## config.mk

```make
export PLATFORM = sky130hd
export DESIGN_NAME = reg_read_arbiter_flat
export DESIGN_NICKNAME = d
export VERILOG_FILES = /design/src/rtl/reg_read_arbiter_pkg.sv /design/src/rtl/reg_read_arbiter_if.sv /design/src/rtl/reg_read_arbiter_rr_arbiter.sv /design/src/rtl/reg_read_arbiter.sv /design/src/flat_wrapper.sv
export SDC_FILE = /design/constraint.sdc
export NUM_CORES = 1
export LEC_CHECK = 0
export BUFFER_PORTS_ARGS = -buffer_cell sky130_fd_sc_hd__buf_2
export CAP_MARGIN = 10
export CELL_PAD_IN_SITES_DETAIL_PLACEMENT = 1
export CELL_PAD_IN_SITES_GLOBAL_PLACEMENT = 2
export CORE_ASPECT_RATIO = 1.75
export CORE_UTILIZATION = 24
export CTS_CLUSTER_DIAMETER = 50
export DETAILED_ROUTE_END_ITERATION = 12
export GPL_TIMING_DRIVEN = 0
export PLACE_DENSITY = 0.83
export SYNTH_ARGS = -nofsm -noshare
export SYNTH_HDL_FRONTEND = slang
export SYNTH_SLANG_ARGS = --single-unit
```

## constraint.sdc

```tcl
create_clock -name clk -period 3.3 [get_ports clk]
set_clock_uncertainty 0.05 [all_clocks]
set_input_delay 0.495 -clock clk [delete_from_list [all_inputs] [get_ports clk]]
set_output_delay 0.495 -clock clk [all_outputs]
set_load 0.01 [all_outputs]
```

## src/rtl/reg_read_arbiter_pkg.sv

```systemverilog
// Shared types for the register-file read arbiter: sizes, address/id types, response record.
// Types only; no logic, so no latency and no backpressure.
package reg_read_arbiter_pkg;

    localparam int RRA_NUM_REQ = 4;
    localparam int RRA_REG_W   = 6;
    localparam int RRA_XLEN    = 32;

    typedef logic [$clog2(RRA_NUM_REQ)-1:0] req_id_t;
    typedef logic [RRA_REG_W-1:0]           reg_addr_t;
    typedef logic [RRA_XLEN-1:0]            data_t;

    typedef struct packed {
        data_t data_1;
        data_t data_2;
        logic  ready_1;
        logic  ready_2;
    } rsp_t;

endpackage

```

## src/rtl/reg_read_arbiter_if.sv

```systemverilog
// Requester and register-file read-port bundle; slave = arbiter, master = issue stage / RF side.
// Wires only; grant is combinational, rf_src and rsp are registered by the arbiter.
interface reg_read_arbiter_if #(
    parameter int NUM_REQ = 4,
    parameter int REG_W   = 6,
    parameter int XLEN    = 32
) ();

    logic [NUM_REQ-1:0]            req_valid;
    logic [NUM_REQ-1:0][REG_W-1:0] req_src_1;
    logic [NUM_REQ-1:0][REG_W-1:0] req_src_2;
    logic [NUM_REQ-1:0]            grant;

    logic [REG_W-1:0]              rf_src_1;
    logic [REG_W-1:0]              rf_src_2;
    logic [XLEN-1:0]               rf_data_1;
    logic [XLEN-1:0]               rf_data_2;
    logic                          rf_valid_1;
    logic                          rf_valid_2;

    logic [NUM_REQ-1:0]            rsp_valid;
    logic [XLEN-1:0]               rsp_data_1;
    logic [XLEN-1:0]               rsp_data_2;
    logic                          rsp_ready_1;
    logic                          rsp_ready_2;

    modport slave (
        input  req_valid, req_src_1, req_src_2,
        input  rf_data_1, rf_data_2, rf_valid_1, rf_valid_2,
        output grant, rf_src_1, rf_src_2,
        output rsp_valid, rsp_data_1, rsp_data_2, rsp_ready_1, rsp_ready_2
    );

    modport master (
        output req_valid, req_src_1, req_src_2,
        output rf_data_1, rf_data_2, rf_valid_1, rf_valid_2,
        input  grant, rf_src_1, rf_src_2,
        input  rsp_valid, rsp_data_1, rsp_data_2, rsp_ready_1, rsp_ready_2
    );

endinterface

```

## src/rtl/reg_read_arbiter_rr_arbiter.sv

```systemverilog
// Round-robin pick of the first request at or after ptr (wrapping); purely combinational, zero latency.
// No backpressure: enable low forces an empty grant.
module rr_arbiter #(
    parameter int NUM_REQ = 4
) (
    input  logic [NUM_REQ-1:0]         req,
    input  logic [$clog2(NUM_REQ)-1:0] ptr,
    input  logic                       enable,
    output logic [NUM_REQ-1:0]         grant,
    output logic [$clog2(NUM_REQ)-1:0] grant_id,
    output logic                       any_grant
);

    localparam int IDW = $clog2(NUM_REQ);

    logic [IDW-1:0] idx;

    // Walk from the farthest offset down so the nearest candidate to ptr is written last and wins.
    always_comb begin
        grant     = '0;
        grant_id  = '0;
        any_grant = 1'b0;
        idx       = '0;
        if (enable) begin
            for (int k = NUM_REQ - 1; k >= 0; k--) begin
                idx = ptr + IDW'(k);
                if (req[idx]) begin
                    grant      = '0;
                    grant[idx] = 1'b1;
                    grant_id   = idx;
                    any_grant  = 1'b1;
                end
            end
        end
    end

endmodule

```

## src/rtl/reg_read_arbiter.sv

```systemverilog
// Round-robin sharing of the two-operand RF read port; response two cycles after grant.
// Never stalls: one grant per cycle, no response backpressure, flush/reset drop in-flight reads.
module reg_read_arbiter
    import reg_read_arbiter_pkg::*;
#(
    parameter int NUM_REQ = RRA_NUM_REQ,
    parameter int REG_W   = RRA_REG_W,
    parameter int XLEN    = RRA_XLEN
) (
    input  logic               clk,
    input  logic               reset,
    input  logic               flush,
    reg_read_arbiter_if.slave  bus
);

    localparam int IDW = $clog2(NUM_REQ);

    logic [IDW-1:0]     ptr;
    logic [IDW-1:0]     grant_id;
    logic [NUM_REQ-1:0] grant;
    logic               any_grant;
    logic               arb_en;

    logic               s1_v;
    logic [IDW-1:0]     s1_id;
    reg_addr_t          rf_src_1_q;
    reg_addr_t          rf_src_2_q;

    logic [NUM_REQ-1:0] rsp_valid_q;
    rsp_t               rsp_q;
    rsp_t               rf_rsp;

    assign arb_en = !flush && !reset;

    rr_arbiter #(
        .NUM_REQ   (NUM_REQ)
    ) u_rr_arbiter (
        .req       (bus.req_valid),
        .ptr       (ptr),
        .enable    (arb_en),
        .grant     (grant),
        .grant_id  (grant_id),
        .any_grant (any_grant)
    );

    assign rf_rsp = '{
        data_1:  data_t'(bus.rf_data_1),
        data_2:  data_t'(bus.rf_data_2),
        ready_1: bus.rf_valid_1,
        ready_2: bus.rf_valid_2
    };

    // Stage 1: address launch to the RF and pointer update on a grant.
    always_ff @(posedge clk) begin
        if (reset) begin
            ptr        <= '0;
            s1_v       <= 1'b0;
            s1_id      <= '0;
            rf_src_1_q <= '0;
            rf_src_2_q <= '0;
        end else begin
            s1_v  <= any_grant;
            s1_id <= grant_id;
            if (any_grant) begin
                ptr        <= grant_id + IDW'(1);
                rf_src_1_q <= reg_addr_t'(bus.req_src_1[grant_id]);
                rf_src_2_q <= reg_addr_t'(bus.req_src_2[grant_id]);
            end
        end
    end

    // Stage 2: capture RF data; flush in this cycle kills the read still in stage 1.
    always_ff @(posedge clk) begin
        if (reset) begin
            rsp_valid_q <= '0;
            rsp_q       <= '0;
        end else begin
            rsp_valid_q <= '0;
            if (s1_v && !flush) begin
                rsp_valid_q[s1_id] <= 1'b1;
            end
            rsp_q <= rf_rsp;
        end
    end

    assign bus.grant       = grant;
    assign bus.rf_src_1    = REG_W'(rf_src_1_q);
    assign bus.rf_src_2    = REG_W'(rf_src_2_q);
    assign bus.rsp_valid   = rsp_valid_q;
    assign bus.rsp_data_1  = XLEN'(rsp_q.data_1);
    assign bus.rsp_data_2  = XLEN'(rsp_q.data_2);
    assign bus.rsp_ready_1 = rsp_q.ready_1;
    assign bus.rsp_ready_2 = rsp_q.ready_2;

    a_grant_onehot : assert property (@(posedge clk) $onehot0(grant));
    a_rsp_onehot   : assert property (@(posedge clk) $onehot0(rsp_valid_q));
    a_no_grant_rst : assert property (@(posedge clk) (reset || flush) |-> (grant == '0));

endmodule

```

## src/flat_wrapper.sv

```systemverilog
// flat-port wrapper written by rule: the top's interface ports become plain ports
module reg_read_arbiter_flat import reg_read_arbiter_pkg::*;
#(
    parameter int NUM_REQ = RRA_NUM_REQ,
    parameter int REG_W   = RRA_REG_W,
    parameter int XLEN    = RRA_XLEN
)
  (clk, reset, flush, bus_req_valid, bus_req_src_1, bus_req_src_2, bus_rf_data_1, bus_rf_data_2, bus_rf_valid_1, bus_rf_valid_2, bus_grant, bus_rf_src_1, bus_rf_src_2, bus_rsp_valid, bus_rsp_data_1, bus_rsp_data_2, bus_rsp_ready_1, bus_rsp_ready_2);
  reg_read_arbiter_if #(.NUM_REQ(NUM_REQ), .REG_W(REG_W), .XLEN(XLEN)) bus_i ();
  input  logic clk;
  input  logic reset;
  input  logic flush;
  input wire logic [$bits(bus_i.req_valid)-1:0] bus_req_valid;
  input wire logic [$bits(bus_i.req_src_1)-1:0] bus_req_src_1;
  input wire logic [$bits(bus_i.req_src_2)-1:0] bus_req_src_2;
  input wire logic [$bits(bus_i.rf_data_1)-1:0] bus_rf_data_1;
  input wire logic [$bits(bus_i.rf_data_2)-1:0] bus_rf_data_2;
  input wire logic [$bits(bus_i.rf_valid_1)-1:0] bus_rf_valid_1;
  input wire logic [$bits(bus_i.rf_valid_2)-1:0] bus_rf_valid_2;
  output wire logic [$bits(bus_i.grant)-1:0] bus_grant;
  output wire logic [$bits(bus_i.rf_src_1)-1:0] bus_rf_src_1;
  output wire logic [$bits(bus_i.rf_src_2)-1:0] bus_rf_src_2;
  output wire logic [$bits(bus_i.rsp_valid)-1:0] bus_rsp_valid;
  output wire logic [$bits(bus_i.rsp_data_1)-1:0] bus_rsp_data_1;
  output wire logic [$bits(bus_i.rsp_data_2)-1:0] bus_rsp_data_2;
  output wire logic [$bits(bus_i.rsp_ready_1)-1:0] bus_rsp_ready_1;
  output wire logic [$bits(bus_i.rsp_ready_2)-1:0] bus_rsp_ready_2;
  assign bus_i.req_valid = bus_req_valid;
  assign bus_i.req_src_1 = bus_req_src_1;
  assign bus_i.req_src_2 = bus_req_src_2;
  assign bus_i.rf_data_1 = bus_rf_data_1;
  assign bus_i.rf_data_2 = bus_rf_data_2;
  assign bus_i.rf_valid_1 = bus_rf_valid_1;
  assign bus_i.rf_valid_2 = bus_rf_valid_2;
  assign bus_grant = bus_i.grant;
  assign bus_rf_src_1 = bus_i.rf_src_1;
  assign bus_rf_src_2 = bus_i.rf_src_2;
  assign bus_rsp_valid = bus_i.rsp_valid;
  assign bus_rsp_data_1 = bus_i.rsp_data_1;
  assign bus_rsp_data_2 = bus_i.rsp_data_2;
  assign bus_rsp_ready_1 = bus_i.rsp_ready_1;
  assign bus_rsp_ready_2 = bus_i.rsp_ready_2;
  reg_read_arbiter #(.NUM_REQ(NUM_REQ), .REG_W(REG_W), .XLEN(XLEN)) u_core (.clk(clk), .reset(reset), .flush(flush), .bus(bus_i));
endmodule
```

After elaboration in Yosys (flattened, before gate mapping)
Cells that the tools add are included.
{"block": "totals", "ff_bits": 87, "output_inout_bits": 86, "elab_cells": 73}
{"block": "op_classes", "bitwise_logic": 1, "mux": 37, "reduce_logical": 10, "order_cmp": 11, "addsub": 4}
{"op": "6-bit binary-select mux with 2-bit select", "n": 2}
{"op": "4-bit 2-to-1 mux", "n": 5}
{"op": "2-bit by 3-bit less-than comparator with 1-bit output (second input constant)", "n": 6}
{"op": "1-bit 2-to-1 mux", "n": 14}
{"op": "6-bit 2-to-1 mux", "n": 2}
{"op": "1-bit demux with 2-bit select", "n": 5}
{"op": "2-bit by 1-bit >= comparator with 1-bit output (second input constant)", "n": 5}
{"op": "2-bit 2-to-1 mux", "n": 5}
{"op": "1-bit binary-select mux with 2-bit select", "n": 4}
{"op": "1-bit logical AND", "n": 7}
{"op": "2-bit by 1-bit adder with 2-bit output (second input constant)", "n": 2}
{"op": "2-bit adder (second input constant)", "n": 2}
{"op": "1-bit zero test", "n": 2}
{"op": "2-bit OR reduction", "n": 1}
{"op": "1-bit inverter", "n": 1}

Longest topological paths before layout
Gate-level depths: netlist of the first run.
{"block": "logic_depth", "word_depth": 10, "mapped_depth": 10, "depth_no_buf": 9}

Hierarchy
Synthesis of the first run repeated with hierarchy kept, for this count alone.
{"block": "hier_totals", "hier_cells": 286, "hier_area_um2": 3337.0}
{"module": "reg_read_arbiter", "instances": 1, "cells_per_inst": 231, "area_per_inst_um2": 2856.5}
{"module": "rr_arbiter", "instances": 1, "cells_per_inst": 55, "area_per_inst_um2": 480.5}

Least setup slack after synthesis of the first run
Ideal clock, no wire load.
{"block": "synth_timing", "path_kind": "reg-to-reg", "startpoint": "register u_core.ptr[0]", "endpoint": "register u_core.ptr[1]", "stages_incl_launch_ff": 11, "path_slack_ps": 415, "arrival_ps": 2705, "setup_time_ps": 130, "required_ps": 3120, "n_path_buf": 1, "path_cell_list": "dfxtp_1 > buf_6 > inv_1 > ha_1 > mux4_2 > or4_4 > nand2_4 > inv_4 > and3_4 > mux2i_1 > o32ai_1"}
{"block": "synth_via", "elab_chain_len": 9, "elab_cells_between_ends": 22, "classes_between": "add/sub: 4; mux: 18"}
{"item": "from (decl)", "line_no": "reg_read_arbiter.sv:18", "rtl": "logic [IDW-1:0] ptr;"}
{"item": "from (signal assigned)", "line_no": "reg_read_arbiter.sv:65", "rtl": "ptr <= grant_id + IDW'(1);"}
{"item": "2-bit adder", "line_no": "reg_read_arbiter_rr_arbiter.sv:26", "rtl": "idx = ptr + IDW'(k);"}
{"item": "1-bit binary-select mux with 2-bit select", "line_no": "reg_read_arbiter_rr_arbiter.sv:27", "rtl": "if (req[idx]) begin"}
{"item": "1-bit 2-to-1 mux (not written as such)", "line_no": "reg_read_arbiter_rr_arbiter.sv:27"}
{"item": "2-bit 2-to-1 mux (4 in a row)", "line_no": "reg_read_arbiter_rr_arbiter.sv:27"}
{"item": "2-bit 2-to-1 mux", "line_no": "reg_read_arbiter_rr_arbiter.sv:24", "rtl": "if (enable) begin"}
{"item": "2-bit by 1-bit adder with 2-bit output", "line_no": "reg_read_arbiter.sv:65"}
Several ways; a longest one is shown, not always the timed one. The select of a mux whose other input is x is not followed.
A chain may end at the register's enable or synchronous reset.

Final worst setup path of the first run
{"block": "layout_timing", "startpoint": "register u_core.ptr[0]", "endpoint": "output bus_grant[2]"}
{"block": "layout_via", "elab_chain_len": 10, "elab_cells_between_ends": 36, "classes_between": "add/sub: 3; order compare: 8; mux: 21; reduce/logical: 4"}
{"item": "2-bit adder", "line_no": "reg_read_arbiter_rr_arbiter.sv:26"}
{"item": "2-bit by 3-bit less-than comparator with 1-bit output (not written as such) / 2-bit by 1-bit >= comparator with 1-bit output (equally long branches)", "line_no": "reg_read_arbiter_rr_arbiter.sv:29", "rtl": "grant[idx] = 1'b1;"}
{"item": "1-bit logical AND (not written as such)", "line_no": "reg_read_arbiter_rr_arbiter.sv:29"}
{"item": "1-bit 2-to-1 mux (not written as such)", "line_no": "reg_read_arbiter_rr_arbiter.sv:29"}
{"item": "1-bit demux with 2-bit select", "line_no": "reg_read_arbiter_rr_arbiter.sv:29"}
{"item": "4-bit 2-to-1 mux (3 in a row)", "line_no": "reg_read_arbiter_rr_arbiter.sv:27"}
{"item": "4-bit 2-to-1 mux (*)", "line_no": "reg_read_arbiter_rr_arbiter.sv:27"}
{"item": "4-bit 2-to-1 mux (*)", "line_no": "reg_read_arbiter_rr_arbiter.sv:24"}
{"item": "to (decl)", "line_no": "flat_wrapper.sv:20", "rtl": "output wire logic [$bits(bus_i.grant)-1:0] bus_grant;"}
Every way passes the cells marked *; elsewhere a longest branch is shown, timed or not. The select of a mux whose other input is x is not followed.

==> impl_results.md, run 1 <==
- Outcome: finished, final reports clean
- Final WL: ~11000 um
- Setup ws final: about 90 ps
- Max-slew violations: 0
- GPL Wtd Cong: ~0.76
- Area delta synth->final: 49.6%
- Ranking of synthesized cells by area: dfxtp_1, nor2b_1, mux2i_1
- Hold WC Path Type: input pin to flop
- Net Count, Synth: ~430
- Final period utilization: 97.3%
- Area leader, netlist: dfxtp_1
- Finished Layout Cells: 707
- CTS Buffer Depth: 2
- Critical Path RT: ~2800 ps
- Total number of vias: a little over 3000
- H-Tree Depth: 3
- Grt met2 use: about 28%
- Share of cells above drive strength 1: roughly 51%
- Chip width: 91.3 um
- Met1 usage: 13.7%
- Setup CP Type: flop to output port
- Ys Warns: 0
- Hpwl dp: between 8000 and 9000 um
- Initial antenna violation count: 0
- First drt pass iteration count: 5
- Vias per inst: 4.33
- Total CTS buffers: 9
- Core Footprint: around 0.014 mm2
- GR Layer Usage met3: under 10%
- Largest net degree at the start of global routing: 18
- Worst-case vdd ir drop: roughly 0.22 mV
- Synth unique cells: 40
- Reg area: approximately 0.0017 mm2
- Pwr/cell area: 612 mW/mm2
- Post-Syn Area per Cell: approximately 11 um2
- Clock root buffer: clkbuf_16
- DR WL/cell: 15.0 um
- Place WS: around 4.9 ps
- Post-synthesis sequential area ratio: 52.1%
- Xor/xnor cell area share of the yosys netlist: 0%
- Vias in the first global route: approximately 3300
- Clk_lat worst skew: 340 ps
- Starting density of the core: 24.7%
- CTS sink cnt: a little under 90
- Post-Synth Adder-Cell Area: about 3%
- Filler cells: about 1600
- Worst Setup End Kind: output port
- DRT antenna net count: 0
- Hold path start: bus_rf_data_2[15]
- CP Cell Sequence: buf_8 -> clkinvlp_4 -> ha_4 -> mux4_2 -> a211o_2 -> a21oi_1 -> buf_2
- Die H: 158 um
- IO Port Bufs: between 200 and 250
- DR iter-0 viols: 75
- Post-route DRC: 0
- Synth Area in Compound Gates: between 10% and 20%
- Area occupied by multi-input gates: around 0.0015 mm2
- Leak pwr: approximately 2.5 nW
- Simple-gate share of the synthesized area: between 10% and 20%
- Hold Vio Cnt, Final: 0
- Die area: roughly 0.014 mm2
- Yosys top cell area share: 52.1%
- Nets: 656
- Max Cap Viol: 0
- Critical path launch point: u_core.ptr[0]
- Mux contribution to synthesized area: about 8%
- TritonCTS clock tree: yes
- Critical Path Max Stage Delay: between 500 and 600 ps
- All-layer global routing usage: approximately 14%
- Global-route wire length before repair: between 15000 and 20000 um
- Setup violators final: 0
- Reg-to-Reg Start: u_core.ptr[0]
- Synth Cell Area: 0.00335 mm2
- Gr busiest metal: met2
- Min Tclk post-route: 3210 ps
- CP max stage cell: mux4_2
- Largest fanout on the critical path: 11
- Element type at the critical path start: flop
- Post-Synthesis Cells: between 300 and 400
- I/O pin cnt: between 200 and 250
- Max Freq: approximately 310 MHz
- Combinational family with the most area after synthesis: simple AND/OR/NAND/NOR gates
- Worst rel slew slack: approximately 70%
- Placed insts: 684
- Clock transition at path regs: about 70 ps
- Global route overflow: 0
- Yosys reg bits: between 80 and 90
- Worst Path Arrival: roughly 2700 ps
- FP Rows: between 50 and 60
- Worst Tran Pin Value: approximately 470 ps
## placed cells by master (no fill, tap or decap), types with 2 or more instances in the layout
master	instances
nand2_1	21
nor2_1	3
mux4_2	4
a221oi_2	2
clkinvlp_4	3
buf_2	207
ha_1	7
buf_6	3
inv_6	2
buf_8	2
clkbuf_1	8
buf_4	6
dfxtp_1	85
a211o_2	4
mux2_2	2
a21oi_2	2
a221oi_1	2
o211ai_1	17
nand2_4	2
o21ai_0	2
a21oi_1	4
nor2b_1	67
nand3_1	3
inv_8	2
clkbuf_16	9
inv_1	7
o211ai_2	7
nor3_1	2
nand2b_1	2
mux2i_1	15
a21o_1	12
## path summary, 6_finish.rpt
check / slack, ps / depth (start not counted) / to
max: 90 / 7 / bus_grant[2]
min: 310 / 2 / u_core.bus.rsp_data_2[15]
max reg2reg: 290 / 10 / u_core.bus.rf_src_2[0]
min reg2reg: 400 / 1 / u_core.bus.rsp_valid[2]
## critical path, delay by kind of cell, from the launching register on
kind / cells / cell delay (ps)
buffers and inverters: 3 / 470
adder cells (fa/ha/maj): 1 / 350
AO/OA/AOI/OAI: 2 / 500
multiplexers: 1 / 580
flip-flops: 1 / 410
## area by class of cell
type / count / share of cell area [%]
tap: 174 / 4.35
multi-input combinational: 194 / 30.2
sequential: 87 / 34.9
clock buffer: 9 / 4.50
buffer: 15 / 2.13
clock inverter: 7 / 1.70
inverter: 9 / 0.800
timing repair buffer: 211 / 21.3
antenna: 1 / 0.0500
## registers in the layout (all words and copies together) (netlist names)
| register | cells |
|---|---|
| u_core.bus.rf_src_1 | 6 |
| u_core.bus.rf_src_2 | 6 |
| u_core.bus.rsp_data_1 | 32 |
| u_core.bus.rsp_data_2 | 32 |
| u_core.bus.rsp_ready_1 | 1 |
| u_core.bus.rsp_ready_2 | 1 |
| u_core.bus.rsp_valid | 4 |
| u_core.ptr | 2 |
| u_core.s1_id | 2 |
| u_core.s1_v | 1 |
## synth_stat cells
cell type,number
dfxtp_1,87
nor2b_1,67
nand2_1,21
o211ai_1,17
mux2i_1,15
a21o_1,12
clkbuf_1,8
ha_1,8
inv_1,8
o211ai_2,7
a211o_2,4
a21oi_1,4
a221oi_1,4
buf_6,4
mux4_2,3
nand3_1,3
nor2_1,3
a21oi_2,2
mux2_2,2
nand2_4,2
nand2b_1,2
nor3_1,2
o21ai_0,2
a31o_2,1
and2_1,1
and2b_1,1
and2b_2,1
and3_4,1
buf_2,1
buf_4,1
buf_8,1
inv_4,1
mux4_1,1
nand2_2,1
o22ai_1,1
o32a_2,1
o32ai_1,1
or2_2,1
or2b_2,1
or4_4,1
## power breakdown
group / switching [mW] / internal (mW)
clock network: 0.456 / 0.603
logic: 0.423 / 0.393
registers: 0.0464 / 1.14
## per-stage QoR
step	util (%)	total power [mW]	TNS (ps)	hold WS, ps	cell area, um2
global placement	34.0	1.95	0	386	4590
CTS	36.5	3.07	0	302	4940
finish	37.0	3.06	0	313	5000
global route	37.0	3.23	-10.7	305	5000
floorplan	-	1.69	0	364	3350
detailed placement	34.0	1.97	0	386	4590
## routing by layer
metal / vias to the layer above / wire, um
met5: - / 0
met4: 0 / 145
met1: 1419 / 3730
met2: 142 / 6100
li1: 1488 / -
met3: 10 / 663
## cells by family (layout without fill, tap and decap cells)
| logic type | count (synthesis) | in the layout |
|---|---|---|
| fa+ha+maj | 8 | 8 |
| compound gates | 56 | 56 |
| simple gates | 108 | 108 |
| flops | 87 | 87 |
| other cells | 0 | 1 |
| buf+inv | 24 | 251 |
| mux | 21 | 22 |
## repair_timing
item,4_1_cts,5_1_grt
setup buffers,0,5
gates resized for setup,5,5
pin swaps,0,1
hold buffers,0,0
gates cloned,1,0
endpoints found under the setup margin,4,4
No activity file was read; power rests on OpenSTA's default activity.
==> run 2, diff against run 1 <==
ABC_AREA = 1   (was default)
CORE_UTILIZATION = 22   (was 24)
PLACE_DENSITY = 0.82   (was 0.83)
SYNTH_HIERARCHICAL = 1   (was default)
==> impl_results.md, run 2 <==
- Chip width: 99.3 um (was 91.3 um)
- IO Port Bufs: 205 (was 206)
- Vias per inst: 4.05 (was 4.33)
- Global-route wire length before repair: 17600 um (was 15900 um)
- Vias in the first global route: 3769 (was 3253)
- Setup bufs post-CTS: 0 (unchanged)
- Post-Synthesis Cells: 477 (was 304)
- Nets: 822 (was 656)
- Element type at the critical path start: flop (unchanged)
- Simple-gate share of the synthesized area: 29.2% (was 19.0%)
- CTS resizes: 0 (was 5)
- Hold Vio Cnt, Final: 0 (unchanged)
- Synth Area in Compound Gates: 5.59% (was 13.8%)
- Worst R2R Setup Slack: 600 ps (was 290 ps)
- CTS sink cnt: 87 (unchanged)
- Synth unique cells: 25 (was 40)
- Setup violators final: 0 (unchanged)
- ANT cells: 0 (was 1)
- Setup CP Type: flop to output port (unchanged)
- Power, Total: 2.62 mW (was 3.06 mW)
- Hold WC Path Type: input pin to flop (unchanged)
- DR iter-0 viols: 82 (was 75)
- Largest net degree at the start of global routing: 19 (was 18)
- Total number of vias: 3595 (was 3059)
- Worst rel slew slack: 64.1% (was 68.8%)
- Post-Synth Adder-Cell Area: 2.74% (was 2.99%)
- Clock root buffer: clkbuf_16 (unchanged)
- Cts hold-fix bufs: 0 (unchanged)
- Post-Syn Area per Cell: 7.65 um2 (was 11.0 um2)
- Commonest non-fill, non-tap cell in the layout: buf_2 (unchanged)
- Hold path start: bus_rf_data_2[20] (was bus_rf_data_2[15])
- Area delta synth->final: 43.0% (was 49.6%)
- Most common cell on crit path: inv_1
- CTS Buffer Depth: 2 (unchanged)
- Core Footprint: 0.0160 mm2 (was 0.0135 mm2)
- Post-route DRC: 0 (unchanged)
- Yosys top cell area share: 47.8% (was 52.1%)
- I/O pin cnt: 207 (unchanged)
- Die H: 172 um (was 158 um)
- CP Cell Sequence: inv_1 -> ha_1 -> inv_1 -> nand3_4 -> nand2_4 -> inv_2 -> nor2_1 -> nand2_1 -> nand3_1 -> nand2_1 -> inv_1 -> buf_2 (was buf_8 -> clkinvlp_4 -> ha_4 -> mux4_2 -> a211o_2 -> a21oi_1 -> buf_2)
- Xor/xnor cell area share of the yosys netlist: 0.240% (was 0%)
- Worst Tran Pin Value: 539 ps (was 468 ps)
- Min Tclk post-route: 2950 ps (was 3210 ps)
- Post-synthesis sequential area ratio: 47.8% (was 52.1%)
- Ys Warns: 6 (was 0)
- Die area: 0.0171 mm2 (was 0.0144 mm2)
- Bufs and invs on worst path: 5 (was 3)
- Critical Path RT: 2750 ps (about the same)
- Ranking of synthesized cells by area: dfxtp_1, inv_1, nor2_1 (was dfxtp_1, nor2b_1, mux2i_1)
- Most frequent cells in the layout: buf_2, inv_1, dfxtp_1, nor2_1, nand2_1 (was buf_2, dfxtp_1, nor2b_1, nand2_1, o211ai_1)
- Critical Path Max Stage Delay: 520 ps (was 580 ps)
- Number of enable flip-flop cells after synthesis: 0 (unchanged)
- Net Count, Synth: 606 (was 433)
- Starting density of the core: 22.8% (was 24.7%)
- Final core area utilization: 32.5% (was 37.0%)
- Worst Setup End Kind: output port (unchanged)
- RR Endpoint: u_core/bus.rf_src_1[3] (was u_core.bus.rf_src_2[0])
- Top cells by count, synth: inv_1, dfxtp_1, nor2_1 (was dfxtp_1, nor2b_1, nand2_1)
- Most used flip-flop cell after synthesis: dfxtp_1 (unchanged)
- Mux contribution to synthesized area: 0% (was 7.97%)
- Final WL: 11400 um (was 10600 um)
- Hold path cells: 3 (was 2)
- Share of cells above drive strength 1: 42.1% (was 50.8%)
- Setup TNS: 0 ps (unchanged)
- GPL Wtd Cong: 0.778 (was 0.760)
- Combinational family with the most area after synthesis: simple AND/OR/NAND/NOR gates (unchanged)
- Max Cap Viol: 0 (unchanged)
- Clk_lat worst skew: 340 ps (about the same)
- Fraction of registers with async set/reset: 0% (unchanged)
- H-Tree Depth: 3 (unchanged)
- FP Rows: 61 (was 56)
- Reg-to-Reg Start: u_core/ptr[1] (was u_core.ptr[0])
- Largest fanout on the critical path: 8 (was 11)
- Worst Path Arrival: 2400 ps (was 2660 ps)
- Pwr/cell area: 503 mW/mm2 (was 612 mW/mm2)
- TritonCTS clock tree: yes (unchanged)
- Top-count cell post-synth: inv_1 (was dfxtp_1)
- Max-slew violations: 0 (unchanged)
- Worst-case vdd ir drop: 0.189 mV (was 0.221 mV)
- Final period utilization: 89.4% (was 97.3%)
- Leak pwr: 2.98 nW (was 2.45 nW)
- R2r worst-path depth: 16 (was 10)
- DRT antenna net count: 0 (unchanged)
- Hpwl dp: 9720 um (was 8430 um)
- Synth Cell Area: 0.00365 mm2 (was 0.00335 mm2)
- First drt pass iteration count: 4 (was 5)
- All-layer global routing usage: 13.3% (was 14.3%)
- Clock transition at path regs: 70 ps (about the same)
- Area leader, netlist: dfxtp_1 (unchanged)
- RSZ-0062 raised after global routing: no
- Max Freq: 339 MHz (was 312 MHz)
- Total CTS buffers: 9 (unchanged)
- CP max stage cell: dfxtp_1 (was mux4_2)
- DR WL/cell: 12.8 um (was 15.0 um)
- CP top delay family: buffers and inverters (was multiplexers)
- Global route overflow: 0 (unchanged)
- Outcome: finished, final reports clean (unchanged)
- Hold Path End: u_core/bus.rsp_data_2[20] (was u_core.bus.rsp_data_2[15])
- Initial antenna violation count: 0 (unchanged)
- Yosys reg bits: 87 (unchanged)
-- run 2: changes by cell type in the layout (fill, tap and decap cells not counted), moves of 15 or more --
cell      change
mux2i_1      -15
nor2b_1      -67
nand2_1      +55
o211ai_1     -17
nor2_1       +82
nand3_1      +33
nand2_2      +21
inv_1        +81
-- run 2: layout make-up --
cell class / count / area (um2)
Tap cell: 189 / 236
Inverter: 97 / 379
Clock buffer: 9 / 225
Buffer: 20 / 149
Sequential cell: 87 / 1740
Fill cell: 2023 / 10800
Timing Repair Buffer: 205 / 1030
Clock inverter: 7 / 80.1
Multi-Input combinational cell: 273 / 1380
-- run 2: worst reg2reg max path: cells and delay by family (launching register included) --
family	cells	cell delay (ps)
AO/OA/AOI/OAI	2	200
adder cells (fa/ha/maj)	1	400
buffers and inverters	5	780
flip-flops	1	520
AND/OR/NAND/NOR	8	630
-- run 2: cell families (layout without fill, tap and decap cells) --
kind of cell | Yosys count | count (layout)
xor+xnor | 1 | 1
buf+inv | 117 | 338
flops | 87 | 87
fa+ha+maj | 8 | 8
compound gates | 31 | 31
simple gates | 233 | 233
-- run 2: per-layer routing --
| layer | GRT usage (%) | routed length (um) |
|---|---|---|
| met1 | 12.3 | 3930 |
| met2 | 26.8 | 6430 |
| met3 | 3.76 | 837 |
| met4 | 4.67 | 175 |
| met5 | 0 | 0 |
-- run 2: how the worst max path moves through the flow --
stage / start / end / slack (ps) / cells after the start
after floorplan: u_core/ptr[1] / u_core/bus.rf_src_1[5] / 980 / 16
after global placement: u_core/ptr[1] / u_core/bus.rf_src_1[3] / 590 / 10
after detailed placement: u_core/ptr[1] / u_core/bus.rf_src_1[2] / 550 / 12
after CTS: u_core/ptr[1] / bus_grant[1] / 280 / 12
after global routing: u_core/ptr[1] / bus_grant[1] / 170 / 12
final: u_core/ptr[1] / bus_grant[1] / 350 / 12
-- run 2: through the flow --
step / area (um2) / instances / setup WS, ps / hold WS (ps)
floorplan: 3650 / 477 / 976 / 371
global placement: 4910 / 871 / 590 / 386
detailed placement: 4910 / 871 / 552 / 389
CTS: 5220 / 887 / 284 / 283
global route: 5220 / 887 / 174 / 294
finish: 5220 / 887 / 350 / 293
-- run 2: power by group --
group | switching, mW | internal [mW]
logic | 0.285 | 0.202
clock network | 0.468 | 0.536
registers | 0.0216 | 1.11
==> run 3, diff against run 2 <==
CORE_UTILIZATION = 24   (was 22)
PLACE_DENSITY = 0.88   (was 0.82)
clock period = 3.58 ns   (was 3.3 ns; I/O delays follow)
==> impl_results.md, run 3 (same netlist as run 2, synthesis figures left out) <==
- Final WL: 11300 um (was 11400 um)
- Total CTS buffers: 9 (unchanged)
- Clk_lat worst skew: 330 ps (was 340 ps)
- RR Endpoint: u_core/bus.rf_src_1[1] (was u_core/bus.rf_src_1[3])
- Largest net degree at the start of global routing: 19 (unchanged)
- Final period utilization: around 84%
- Worst Path Arrival: 2430 ps (was 2400 ps)
- Hold Vio Cnt, Final: 0 (unchanged)
- Reg area: 0.00174 mm2 (unchanged)
- First drt pass iteration count: 4 (unchanged)
- Worst rel slew slack: 65.9% (was 64.1%)
- Vias in the first global route: 3738 (was 3769)
- GR Layer Usage met3: 3.30% (was 3.76%)
- Chip width: 95.2 um (was 99.3 um)
- Element type at the critical path start: flop (unchanged)
- Hold path start: bus_rf_data_2[28] (was bus_rf_data_2[20])
- Setup violators final: 0 (unchanged)
- Largest fanout on the critical path: 8 (unchanged)
- Max Cap Viol: 0 (unchanged)
- CTS Buffer Depth: 2 (unchanged)
- Reg-to-Reg Start: u_core/ptr[1] (unchanged)
- Max-slew violations: 0 (unchanged)
- Critical Path RT: 2990 ps (was 2750 ps)
- Area occupied by multi-input gates: 0.00138 mm2 (unchanged)
- FP Rows: 59 (was 61)
- Worst Setup End Kind: output port (unchanged)
- Critical Path Max Stage Delay: 530 ps (was 520 ps)
- Die area: 0.0157 mm2 (was 0.0171 mm2)
- CP Cell Sequence: inv_1 -> ha_1 -> inv_1 -> nand3_4 -> nand2_4 -> inv_2 -> nor2_1 -> nand2_1 -> nand3_1 -> nand2_1 -> inv_1 -> buf_2 (unchanged)
- Hold WC Path Type: input pin to flop (unchanged)
- IO Port Bufs: 205 (unchanged)
- TritonCTS clock tree: yes (unchanged)
- Core Footprint: 0.0148 mm2 (was 0.0160 mm2)
- Cts hold-fix bufs: 0 (unchanged)
- Hold Path End: u_core/bus.rsp_data_2[28] (was u_core/bus.rsp_data_2[20])
- Leak pwr: 2.97 nW (was 2.98 nW)
- Finished Layout Cells: 881 (was 887)
- CP top delay family: buffers and inverters (unchanged)
- Most common cell on crit path: inv_1 (unchanged)
- Initial antenna violation count: 0 (unchanged)
- R2r worst-path depth: 16 (unchanged)
- Outcome: finished, final reports clean (unchanged)
- Max Freq: approximately 330 MHz
- CP max stage cell: dfxtp_1 (unchanged)
- Tightest hold margin: 349 ps (was 293 ps)
- Pwr/cell area: 463 mW/mm2 (was 503 mW/mm2)
- RSZ-0062 raised after global routing: no (unchanged)
- CTS sink cnt: 87 (unchanged)
- Min Tclk post-route: between 3000 and 4000 ps
- Grt met2 use: 29.3% (was 26.8%)
- DR WL/cell: 12.8 um (about the same)
- DRT antenna net count: 0 (unchanged)
- Hpwl dp: 9680 um (was 9720 um)
- Starting density of the core: 24.6% (was 22.8%)
- Clock transition at path regs: 70 ps (about the same)
- I/O pin cnt: 207 (unchanged)
- Share of cells above drive strength 1: 42.1% (unchanged)
- Post-route DRC: 0 (unchanged)
- Global route overflow: 0 (unchanged)
- Nets: 822 (unchanged)
- Met1 usage: 12.6% (was 12.3%)
- Total number of vias: 3653 (was 3595)
- Filler cells: 1936 (was 2023)
- Setup CP Type: flop to output port (unchanged)
- Placed insts: 865 (was 871)
- GPL Wtd Cong: 0.761 (was 0.778)
- ANT cells: 0 (unchanged)
- CTS resizes: 0 (unchanged)
- Hold path cells: 3 (unchanged)
- Bufs and invs on worst path: 5 (unchanged)
- Die H: 165 um (was 172 um)
- Vias per inst: 4.15 (was 4.05)
- Global-route wire length before repair: 17000 um (was 17600 um)
- Clock root buffer: clkbuf_16 (unchanged)
- Area delta synth->final: 42.6% (was 43.0%)
- Worst R2R Setup Slack: 850 ps (was 600 ps)
- DR iter-0 viols: 44 (was 82)
- H-Tree Depth: 3 (unchanged)
- Setup bufs post-CTS: 0 (unchanged)
- Worst Tran Pin Value: 512 ps (was 539 ps)
- Gr busiest metal: met2 (unchanged)
- Dpl cell area: 0.00490 mm2 (was 0.00491 mm2)
- All-layer global routing usage: 14.3% (was 13.3%)
- Post-Layout Inst Area: 0.00520 mm2 (was 0.00522 mm2)
- Most frequent cells in the layout: buf_2, inv_1, dfxtp_1, nor2_1, nand2_1 (unchanged)
- Worst-case vdd ir drop: 0.202 mV (was 0.189 mV)
- Commonest non-fill, non-tap cell in the layout: buf_2 (unchanged)
- Setup TNS: 0 ps (unchanged)
-- run 3: worst max-delay path by stage --
stage / from / endpoint / slack, ps / cells after the start
3_5_place_dp: u_core/ptr[1] / u_core/bus.rf_src_1[1] / 800 / 16
3_3_place_gp: u_core/ptr[1] / u_core/bus.rf_src_1[3] / 910 / 16
5_1_grt: u_core/ptr[1] / bus_grant[1] / 290 / 12
2_1_floorplan: u_core/ptr[1] / u_core/bus.rf_src_1[5] / 1260 / 16
6_report: u_core/ptr[1] / bus_grant[1] / 560 / 12
4_1_cts: u_core/ptr[1] / bus_grant[1] / 480 / 12
-- run 3: worst register-to-register path, stage by stage, from the launching register on --
cell	delay [ps]
dfxtp_1	530
inv_1	240
ha_1	410
inv_1	170
nand3_4	130
nand2_4	100
nand2_2	70
nand2_1	60
nand2_1	60
a21oi_2	150
buf_6	180
inv_8	60
buf_6	140
nand2_1	60
nand3_1	80
nand2_1	90
a21oi_2	50
-- run 3: routing by layer --
| metal | vias up | share of wire, % |
|---|---|---|
| li1 | 1838 | - |
| met1 | 1644 | 32 |
| met2 | 151 | 58 |
| met3 | 20 | 7.1 |
| met4 | 0 | 2.7 |
| met5 | - | 0 |
-- run 3: per-stage QoR --
stage / setup slack (ps) / power [mW] / utilization, %
finish: 559 / 2.41 / 35.1
global route: 294 / 2.55 / 35.1
CTS: 481 / 2.46 / 35.1
detailed placement: 804 / 1.52 / 33.0
global placement: 912 / 1.51 / 33.0
floorplan: 1260 / 1.34 / -
-- run 3: layout make-up --
| type | instances | area share [%] |
|---|---|---|
| Multi-Input combinational cell | 273 | 26.5 |
| Timing Repair Buffer | 205 | 19.7 |
| Inverter | 97 | 7.29 |
| Tap cell | 183 | 4.40 |
| Clock inverter | 7 | 1.42 |
| Clock buffer | 9 | 4.33 |
| Buffer | 20 | 2.86 |
| Sequential cell | 87 | 33.5 |
-- run 3: power by group --
| group | leakage, nW | switching [mW] | internal, mW |
|---|---|---|---|
| sequential | 0.722 | 0.0207 | 1.02 |
| clock | 0.140 | 0.424 | 0.492 |
| combinational | 2.11 | 0.262 | 0.186 |
